$ cat src/rtl/write_ptr_full.sv
// write_ptr_full: async-FIFO write pointer, full and sticky overflow; fill level and
// almost_full exist only when WR_FILL_LEVEL_EN is defined.
module write_ptr_full #(
   parameter int NUM_BITS  = 4,
   parameter int AF_THRESH = 6
) (
   input  logic                wr_clk,
   input  logic                wr_rst,
   input  logic                wr_en,
   input  logic                ovf_clr,
   input  logic [NUM_BITS-1:0] rd_ptr_gray_sync,
   output logic [NUM_BITS-1:0] wr_ptr_bin,
   output logic [NUM_BITS-1:0] wr_ptr_gray,
   output logic                full,
   output logic                overflow
`ifdef WR_FILL_LEVEL_EN
   ,
   output logic [NUM_BITS-1:0] wr_level,
   output logic                almost_full
`endif
);
   if (NUM_BITS < 3 || AF_THRESH < 1 || AF_THRESH > 2**(NUM_BITS-1)) begin : g_bad_param
      $error("write_ptr_full: illegal NUM_BITS/AF_THRESH");
   end
   logic                wr_inc;
   logic [NUM_BITS-1:0] bin_nxt, gray_nxt, rd_full_cmp;
   logic                full_nxt, ovf_nxt;
   always_comb begin
      wr_inc      = wr_en & ~full;
      bin_nxt     = wr_ptr_bin + {{(NUM_BITS-1){1'b0}}, wr_inc};
      gray_nxt    = bin_nxt ^ (bin_nxt >> 1);
      rd_full_cmp = {~rd_ptr_gray_sync[NUM_BITS-1:NUM_BITS-2], rd_ptr_gray_sync[NUM_BITS-3:0]};
      full_nxt    = gray_nxt == rd_full_cmp;
      ovf_nxt     = (wr_en & full) | (overflow & ~ovf_clr);
   end
   always_ff @(posedge wr_clk or negedge wr_rst)
      if (!wr_rst) begin
         wr_ptr_bin  <= '0;
         wr_ptr_gray <= '0;
         full        <= 1'b0;
         overflow    <= 1'b0;
      end else begin
         wr_ptr_bin  <= bin_nxt;
         wr_ptr_gray <= gray_nxt;
         full        <= full_nxt;
         overflow    <= ovf_nxt;
      end
`ifdef WR_FILL_LEVEL_EN
   logic [NUM_BITS-1:0] rd_bin_sync, level_nxt;
   // each binary bit is the XOR of all Gray bits at and above it
   always_comb begin
      for (int i = 0; i < NUM_BITS; i++) rd_bin_sync[i] = ^(rd_ptr_gray_sync >> i);
      level_nxt = bin_nxt - rd_bin_sync;
   end
   always_ff @(posedge wr_clk or negedge wr_rst)
      if (!wr_rst) begin
         wr_level    <= '0;
         almost_full <= 1'b0;
      end else begin
         wr_level    <= level_nxt;
         almost_full <= level_nxt >= NUM_BITS'(AF_THRESH);
      end
`endif
endmodule

$ cat config.mk
export PLATFORM = sky130hd
export DESIGN_NAME = write_ptr_full
export DESIGN_NICKNAME = d
export VERILOG_FILES = /design/src/rtl/write_ptr_full.sv
export SDC_FILE = /design/constraint.sdc
export NUM_CORES = 1
export LEC_CHECK = 0
export BUFFER_PORTS_ARGS = -buffer_cell sky130_fd_sc_hd__buf_4
export CORE_MARGIN = 4
export CORE_UTILIZATION = 30
export DETAILED_ROUTE_END_ITERATION = 16
export GPL_TIMING_DRIVEN = 0
export PLACE_DENSITY_LB_ADDON = 0.08
export SETUP_SLACK_MARGIN = 0.15
export SLEW_MARGIN = 20
export SYNTH_ARGS = -nofsm -noshare
export SYNTH_HDL_FRONTEND = slang
export SYNTH_SLANG_ARGS = --single-unit
$ cat constraint.sdc
create_clock -name wr_clk -period 3.45 [get_ports wr_clk]
set_input_delay 0.5175 -clock wr_clk [delete_from_list [all_inputs] [get_ports wr_clk]]
set_output_delay 0.5175 -clock wr_clk [all_outputs]
set_load 0.01 [all_outputs]
==> results by group <==
Run status
  • Status: complete, no violations

Clocking
  • Root Buffer: clkbuf_4
  • # H-tree levels: 1
  • Clock buffer depth: 2
  • Num Clock Sinks: 9
  • Num CTS Buffers: 3
  • CTS Hold Bufs: 0
  • Resized Gates After CTS: 0
  • TritonCTS clock tree: built
  • Post-CTS Setup Repair Bufs: 0
  • Reg clk slew, reported paths: 0.06 ns
  • Worst-Skew Late Latency: 0.25 ns

Detailed routing
  • Via density: 4.76
  • TritonRoute pass-1 iters: 2
  • Remaining DRCs: 0
  • DR WL/cell: 11.6 um
  • Drt total wl: 926 um
  • DR vias: 381
  • Starting DRC count in detailed routing: 4
  • Post-DRT Antenna Nets: 0

STA
  • Min Tclk post-route: 1.99 ns
  • WHS: 0.0726 ns
  • Final setup TNS: 0 ns
  • Count of final setup violators: 0
  • Skew final: 0.00374 ns
  • Worst-margin pin slew: 0.438 ns
  • Achievable frequency: 0.503 GHz
  • Slew margin rel.: 0.706
  • RSZ-0062 raised after global routing: false
  • Max Slew Vio Count: 0
  • Fin crit share: 0.576
  • Hold Vio Cnt, Final: 0

Critical path
  • R2R depth: 7
  • Worst-path fanout max: 5
  • Critical Path Source Type: input port
  • Critical path cell sequence: buf_4 -> nor2b_1 -> ha_1 -> ha_1 -> xnor2_1 -> inv_1 -> nand2_1 -> nand4_1 -> nor4_2
  • Crit-path max cell delay: 0.40 ns
  • Critical path origin: wr_en
  • CP required: 3.62 ns
  • CP arrival: 2.15 ns
  • Worst reg2reg startpoint: full
  • CP endpoint kind: flop
  • Crit-path most repeated cell: ha_1
  • Worst path slowest cell: xnor2_1
  • Reg-to-reg endpoint: full
  • Flop2flop setup slack: 1.49 ns
  • Crit Path Category: input port to flop

Power and ir drop
  • Leakage power: 0.311 nW
  • Total Power: 688 uW
  • Pwr/cell area: 1030 mW/mm2
  • Worst VDD drop: 0.385 mV

Global route
  • Initial antenna violation count: 0
  • Total gr overflow: 0
  • Largest net degree at the start of global routing: 10
  • Vias in the first global route: 358
  • Gr usage total: 0.0876
  • First-pass GRT wire length: 1570 um

Synth
  • Synth warn: 0
  • Post-synthesis cell count: 43
  • Post-synth EDFFs: 0
  • Primary FF master, synth: dfrtp_1
  • Synth Register Bits: 9
  • Leading area contributor after synthesis: dfrtp_1
  • Yosys cell types: 20
  • Ys async rst share: 1.00
  • Top cell type's share of synthesized area: 0.453
  • Synth cell count leaders: dfrtp_1, xnor2_1, nand2_1
  • Mapped Nets: 53
  • Synth Cell Area: 497 um2
  • Cell with the most instances after synthesis: dfrtp_1
  • Area contributors post-synth: dfrtp_1, xnor2_1, xor2_4
  • Avg Inst Size Synth: 11.6 um2
  • Sequential-to-total area share from yosys stat: 0.453

Place
  • Inst Count DP: 76
  • GP Congestion: 0.675
  • PortBufs: 17
  • Post-DP HPWL: 738 um

Final layout
  • ANT cells: 0
  • Share of cells above drive strength 1: 0.406
  • Sequential Area: 225 um2
  • Multi-input gate area: 249 um2
  • Final net count: 75
  • Filler cell count: 157
  • Area Growth Syn to Fin: 35.0%
  • Layout Cells excl Fill: 80

Floorplan
  • Die Width: 48.7 um
  • Initial Util: 0.322
  • Die Area: 0.00237 mm2
  • Num rows: 14
  • Core box area: 0.00154 mm2
  • Die Height: 48.7 um
  • Top Ports: 18

Hold path
  • Worst Hold Class: input port to async pin

Job
  • Number of max-cap violations: 0
[per-stage QoR]
step	setup slack [ns]	cell area (um2)	util
global placement	1.17	644	0.418
finish	1.46	671	0.435
detailed placement	1.19	644	0.418
floorplan	1.48	497	-
global route	1.32	671	0.435
CTS	1.46	671	0.435
[metal layers]
metal / track usage / vias up / part of all wire
met5: 0 / - / 0
met4: 0.0673 / 0 / 0.014
met3: 0.0460 / 2 / 0.092
met2: 0.115 / 12 / 0.44
met1: 0.105 / 176 / 0.46
li1: - / 191 / -
[worst max-delay path by stage]
stage	endpoint	slack, ns	cells after the start
floorplan	full	1.48	7
CTS	full	1.46	9
global placement	full	1.17	9
global route	full	1.32	9
detailed placement	full	1.19	9
finish	full	1.46	9
[critical path: cells and delay by family]
family | cells | cell delay (ns)
xor gates and xnor gates | 1 | 0.40
adders and majority gates | 2 | 0.48
buffers and inverters | 2 | 0.22
and+or+nand+nor | 4 | 0.55
[layout by cell type, fill, tap and decap left out, drive strengths merged]
cell | Yosys | routed
nand3b | 1 | 1
nand3 | 2 | 2
nand2 | 4 | 4
nor4 | 1 | 1
xor2 | 3 | 3
ha | 2 | 2
a22oi | 1 | 1
a21oi | 2 | 2
o21ai | 1 | 1
buf | 2 | 19
clkbuf | 0 | 4
o21ba | 1 | 1
nor2b | 1 | 1
dfrtp | 9 | 9
nand4 | 2 | 2
mux2i | 1 | 1
xnor2 | 6 | 6
inv | 2 | 2
or3 | 1 | 1
a211oi | 1 | 1
[power breakdown]
| part | internal, mW | total (mW) | switching (mW) |
|---|---|---|---|
| logic | 0.213 | 0.408 | 0.194 |
| clock network | 0.0445 | 0.0795 | 0.0351 |
| registers | 0.158 | 0.201 | 0.0425 |
[registers in the layout, summed over array words and instances (netlist names)]
register     count
overflow         1
wr_ptr_bin       4
full             1
wr_ptr_gray      3
[final cells by class]
| type | count | area share |
|---|---|---|
| multi-input combinational | 30 | 0.371 |
| inverter | 2 | 0.0112 |
| buffer | 2 | 0.0224 |
| timing repair buffer | 17 | 0.190 |
| sequential | 9 | 0.336 |
| clock buffer | 4 | 0.0392 |
| tap | 16 | 0.0299 |
[cell families after synthesis]
family | count (synthesis) | share of synthesized area
AO/OA/AOI/OAI | 6 | 0.0907
XOR/XNOR | 9 | 0.196
adder cells (fa/ha/maj) | 2 | 0.0504
buffers and inverters | 4 | 0.0453
flip-flops | 9 | 0.453
multiplexers | 1 | 0.0202
AND/OR/NAND/NOR | 12 | 0.144
Note: power is estimated with default switching activity, not from simulation.
